### config.mk
export PLATFORM = sky130hd
export DESIGN_NAME = event_metadata_parser
export DESIGN_NICKNAME = d
export VERILOG_FILES = /design/src/rtl/event_metadata_parser.sv
export SDC_FILE = /design/constraint.sdc
export NUM_CORES = 1
export LEC_CHECK = 0
export ABC_CLOCK_PERIOD_IN_PS = 5800
export BUFFER_PORTS_ARGS = -buffer_cell sky130_fd_sc_hd__buf_2
export CAP_MARGIN = 20
export CELL_PAD_IN_SITES_DETAIL_PLACEMENT = 2
export CELL_PAD_IN_SITES_GLOBAL_PLACEMENT = 2
export CORE_MARGIN = 1
export CORE_UTILIZATION = 40
export DETAILED_ROUTE_END_ITERATION = 10
export GPL_TIMING_DRIVEN = 0
export PLACE_DENSITY = 0.76
export SYNTH_ARGS = -nofsm -noshare
export SYNTH_HDL_FRONTEND = slang
export SYNTH_SLANG_ARGS = --single-unit
### constraint.sdc
create_clock -name clk -period 5.8 [get_ports clk]
set_clock_uncertainty 0.1 [all_clocks]
set_input_delay 1.16 -clock clk [delete_from_list [all_inputs] [get_ports clk]]
set_output_delay 1.16 -clock clk [all_outputs]
set_load 0.005 [all_outputs]
### src/rtl/event_metadata_parser.sv
// UniMon event metadata parser: pulls event records out of metadata word 1
// into a FWFT event FIFO and forwards data packets with 2-cycle latency.
module event_metadata_parser #(
    parameter int          w_meta   = 134,
    parameter int          w_info   = 32,
    parameter int          w_evb    = 8,
    parameter int          w_tmp    = 8,
    parameter int          d_evFifo = 4,
    parameter logic [7:0]  TIME_OUT = 8'd8
) (
    input  logic                           clk,
    input  logic                           reset,
    input  logic                           metadata_in_valid,
    input  logic [w_meta-1:0]              metadata_in,
    output logic                           metadata_out_valid,
    output logic [w_meta-1:0]              metadata_out,
    output logic                           event_valid,
    output logic [w_info+w_evb+w_tmp:0]    event_data,
    input  logic                           event_ready,
    output logic [31:0]                    cnt_event,
    output logic [31:0]                    cnt_drop,
    output logic [31:0]                    cnt_err
);

    localparam int lo_tmp  = 72;
    localparam int lo_evb  = lo_tmp + w_tmp;
    localparam int lo_info = lo_evb + w_evb;
    localparam int w_rec   = 1 + w_info + w_evb + w_tmp;
    localparam int depth   = 1 << d_evFifo;

    localparam logic [d_evFifo:0]   cnt_one = 1;
    localparam logic [d_evFifo:0]   cnt_max = depth[d_evFifo:0];
    localparam logic [d_evFifo-1:0] ptr_one = 1;

    typedef enum logic [1:0] {IDLE, WORD1, BODY} state_t;

    state_t state, nstate;

    logic [1:0]        tag;
    logic              head, tail, aging;
    logic [w_meta-1:0] s1_data;
    logic              s1_ok, s1_ok_n;
    logic              rel, push, err;
    logic [w_rec-1:0]  rec;

    assign tag   = metadata_in[w_meta-1 -: 2];
    assign head  = metadata_in_valid && (tag == 2'b01);
    assign tail  = (tag == 2'b10);
    assign aging = tail && (metadata_in[lo_info +: 8] == TIME_OUT);
    assign rec   = {aging, metadata_in[lo_info +: w_info],
                    metadata_in[lo_evb +: w_evb], metadata_in[lo_tmp +: w_tmp]};

    // s1 holds the word one cycle old; rel releases it to the output stage.
    // Word 0 stays unreleased until word 1 shows whether the packet is aging.
    always_comb begin
        nstate  = state;
        s1_ok_n = 1'b0;
        rel     = 1'b0;
        push    = 1'b0;
        err     = 1'b0;
        unique case (state)
            IDLE: begin
                rel = s1_ok;
                if (metadata_in_valid) begin
                    if (head) nstate = WORD1;
                    else      err    = 1'b1;
                end
            end
            WORD1: begin
                if (!metadata_in_valid) begin
                    err    = 1'b1;
                    nstate = IDLE;
                end else if (head) begin
                    err = 1'b1;
                end else begin
                    push    = 1'b1;
                    rel     = !aging;
                    s1_ok_n = !aging;
                    nstate  = tail ? IDLE : BODY;
                end
            end
            BODY: begin
                if (!metadata_in_valid) begin
                    err    = 1'b1;
                    nstate = IDLE;
                end else if (head) begin
                    err    = 1'b1;
                    nstate = WORD1;
                end else begin
                    rel     = s1_ok;
                    s1_ok_n = 1'b1;
                    nstate  = tail ? IDLE : BODY;
                end
            end
            default: nstate = IDLE;
        endcase
    end

    always_ff @(posedge clk or negedge reset) begin
        if (!reset) begin
            state              <= IDLE;
            s1_data            <= '0;
            s1_ok              <= 1'b0;
            metadata_out_valid <= 1'b0;
            metadata_out       <= '0;
        end else begin
            state              <= nstate;
            s1_ok              <= s1_ok_n;
            metadata_out_valid <= rel;
            if (metadata_in_valid) s1_data <= metadata_in;
            if (rel) metadata_out <= s1_data;
        end
    end

    logic [w_rec-1:0]    mem [depth];
    logic [d_evFifo-1:0] wr_ptr, rd_ptr;
    logic [d_evFifo:0]   count;
    logic                full, pop, accept, drop;

    assign full        = (count == cnt_max);
    assign event_valid = (count != '0);
    assign pop         = event_valid && event_ready;
    // A full FIFO still takes a push when the head leaves in the same cycle.
    assign accept      = push && (!full || pop);
    assign drop        = push && full && !pop;
    assign event_data  = event_valid ? mem[rd_ptr] : '0;

    always_ff @(posedge clk) begin
        if (accept) mem[wr_ptr] <= rec;
    end

    always_ff @(posedge clk or negedge reset) begin
        if (!reset) begin
            wr_ptr    <= '0;
            rd_ptr    <= '0;
            count     <= '0;
            cnt_event <= '0;
            cnt_drop  <= '0;
            cnt_err   <= '0;
        end else begin
            if (accept) wr_ptr <= wr_ptr + ptr_one;
            if (pop)    rd_ptr <= rd_ptr + ptr_one;
            unique case ({accept, pop})
                2'b10:   count <= count + cnt_one;
                2'b01:   count <= count - cnt_one;
                default: count <= count;
            endcase
            if (accept) cnt_event <= cnt_event + 32'd1;
            if (drop)   cnt_drop  <= cnt_drop + 32'd1;
            if (err)    cnt_err   <= cnt_err + 32'd1;
        end
    end

endmodule

==> summary.md <==
| Metric | Value |
|---|---|
| Number of distinct library cells after synthesis | `52` |
| Final Setup Violations | `0` |
| PortBufs | `416` |
| Largest net degree at the start of global routing | `122` |
| Grt total ovfl | `0` |
| Worst-Margin Slew | `1169 ps` |
| Nets@finish | `3005` |
| Die Height | `337.4 um` |
| Mapped Area | `0.04498 mm^2` |
| Clk pin slew, worst setup/hold paths | `60 ps` |
| Final Cell Area | `0.05393 mm^2` |
| Final Max Slew Viols | `0` |
| Fmax | `0.1828 GHz` |
| Hold-fix buffers, CTS | `0` |
| Total CTS buffers | `131` |
| Ratio of cells with drive above 1 in the final layout | `39.69%` |
| FF-to-FF path depth | `9` |
| Syn_nets | `2436` |
| Fillers | `10200` |
| CP Capture Type | `output pin` |
| Gate count of the mapped netlist | `2284` |
| Max IR drop VDD | `0.0002572 V` |
| Critical path type | `flip-flop to output pin` |
| Max-cap violations | `0` |
| Post-synth EDFFs | `784` |
| Arrival @ worst endpoint | `4210 ps` |
| Starting DRT DRC Count | `1839` |
| Fin. Hold Viols | `0` |
| DIE AREA | `0.1138 mm^2` |
| Warnings from Yosys | `0` |
| Layout area overhead | `19.88%` |
| Reg2reg setup slack | `2150 ps` |
| Final WL | `138.8 mm` |
| Pwr Total | `25.72 mW` |
| Min-Delay Path Class | `primary input to async pin` |
| Setup TNS Final | `0 ps` |
| Core Util, Final | `48.53%` |
| Outcome | `finished clean` |
| Clk Tree Root Cell | `clkbuf_16` |
| Sw Share | `30.80%` |
| Pwr Density | `477.0 mW/mm^2` |
| Post-Place Cell Area | `0.04950 mm^2` |
| Drt wl/cell | `31.17 um` |
| NetSw | `7.923 mW` |
| FF+latch count, synth | `1165` |
| Width of the die | `337.4 um` |
| Initial core utilization | `40.48%` |
| Drt first pass iters | `5` |
| Clk buf depth | `3` |
| IO Pins | `419` |
| Crit path max fanout | `10` |
| Crit start category | `flip-flop` |
| Routed Antenna Nets | `0` |
| Req. time, crit path | `4540 ps` |
| Sink Count | `1165` |
| Leakage | `20.05 nW` |
| Internal power | `17.80 mW` |
| Avg Inst Size Synth | `19.70 um^2` |
| Fraction of registers with async set/reset | `32.70%` |
| DR vias | `24670` |
| R2R Path Start | `state[1]$_DFFE_PN0P_` |
| Most used flip-flop cell after synthesis | `edfxtp_1` |
| CP startpoint | `rd_ptr[1]$_DFFE_PN0P_` |
| Comb power frac | `26.9%` |
| Row count | `122` |
| Post-detail-place hpwl | `87.45 mm` |
| Slew headroom | `22.08%` |
| Fin Hold WS | `309.4 ps` |
| First-pass GRT wire length | `201.0 mm` |
| Period minus WS final | `5470 ps` |
| Clock latency on the worst-skew pair | `760 ps` |
| Worst R2R End | `metadata_out[98]$_DFFE_PN0P_` |
| Unrepaired setup endpoints after global routing | `no` |
| Sequential share of the synthesized area | `73.53%` |
| Share of power burned in registers | `39.6%` |
| H-tree level count | `4` |
| GPL Wtd Cong | `0.8230` |
| Area of the core | `0.1111 mm^2` |
| Post-route DRC | `0` |
| Fin crit share | `94.31%` |
| Drt via density | `5.539` |
| Clock power frac | `33.4%` |
| CTS tree | `built` |
| Vias in the first global route | `28410` |
| Initial antenna violation count | `14` |
| GR Util All Layers | `24.74%` |
==> state kept, by name, summed over array words and instances (netlist names), 2 cells and up <==
name,cells
state,2
count,5
rd_ptr,4
cnt_event,32
mem,784
wr_ptr,4
cnt_drop,32
metadata_out,134
cnt_err,32
s1_data,134
==> through the flow <==
stage                     cells  setup slack [ps]
after floorplan            2284              1985
after global placement     4188             -3934
after detailed placement   4208             964.2
after CTS                  4451             125.4
after global routing       4451             91.54
final                      4454             329.8
==> area by class of cell <==
class	instances	area, um^2	share of cell area [%]
sequential	1165	33080	61.34
clock buffer	179	3620	6.712
timing repair buffer	436	2600	4.821
multi-input combinational	997	11420	21.18
tap	1488	1862	3.453
inverter	17	63.81	0.1183
clock inverter	64	793.3	1.471
buffer	105	479.2	0.8887
antenna	3	7.507	0.01392
==> critical path, cell delays in order (launching register included) <==
cell and delay (ps):
dfrtp_1 390, clkbuf_1 560, clkdlybuf4s15_1 750, clkbuf_1 700
mux4_2 430, mux2i_1 210, o22ai_1 200, buf_2 190
==> power by group through the flow <==
stage | Clock, mW | Combinational, mW | Sequential, mW
after floorplan | 0 | 3.94 | 10.3
after global placement | 0 | 6.54 | 10.3
after detailed placement | 0 | 6.91 | 10.3
after CTS | 8.77 | 7.04 | 10.2
after global routing | 9.01 | 7.39 | 10.3
final | 8.60 | 6.93 | 10.2
==> kinds of logic after synthesis <==
logic type | share of synthesized area, %
flip-flops | 73.53
multiplexers | 18.85
AND/OR/NAND/NOR | 2.968
buffers and inverters | 1.188
XOR/XNOR | 2.005
AO/OA/AOI/OAI | 1.071
adder cells (fa/ha/maj) | 0.3894
==> what timing repair did <==
item                                    CTS  global route
hold endpoints to repair                  0             0
setup buffers                             0             0
endpoints found under the setup margin    0             1
gates resized for setup                   0             7
==> synthesized netlist by cell type, drive strengths merged, types with 14 or more instances <==
cell	instances	share of area (%)
and2	14	0.19
buf	57	0.64
clkbuf	48	0.40
dfrtp	381	21
edfxtp	784	52
ha	14	0.39
inv	17	0.14
mux2	273	6.8
mux2i	99	2.2
mux4	196	9.8
nand2	52	0.43
nand3	44	0.50
nand4	28	0.40
nor2	29	0.26
nor3	22	0.24
o22ai	49	0.68
xnor2	62	1.2
xor2	41	0.80
==> layout by cell type, fill, tap and decap left out, types with 5 or more instances in the layout <==
master	count
xnor2_1	62
nand3_1	43
clkinv_8	6
mux4_2	196
buf_16	15
o22ai_1	49
nor3_1	22
and2_4	12
mux2_2	273
and4_1	8
clkinv_1	14
nor4_1	9
o21ai_0	5
xor2_1	41
clkbuf_16	132
buf_1	14
clkbuf_8	14
buf_4	6
bufinv_16	12
and3_1	8
nand4_1	27
ha_1	14
nor2_1	27
clkbuf_1	77
mux2i_1	99
clkinv_2	16
nand2_1	52
dfrtp_1	381
inv_1	17
inv_6	6
edfxtp_1	784
buf_2	451
==> layer usage <==
metal	up-vias	part of all wire, %	GRT usage (%)
met5	-	0.071	0
met4	16	2.4	7.481
met3	224	7.6	6.929
met2	921	52	44.06
met1	13350	37	28.88
li1	10160	-	-
==> worst max-delay path by stage <==
stage | to | slack (ps) | depth (start not counted)
global route | event_data[0] | 90 | 7
CTS | event_data[47] | 130 | 7
finish | event_data[37] | 330 | 7
global placement | metadata_out[98]$_DFFE_PN0P_ | -3930 | 1
detailed placement | event_data[47] | 960 | 7
floorplan | mem[4][0]$_DFFE_PP_ | 1990 | 6
No activity file was read; power rests on OpenSTA's default activity.
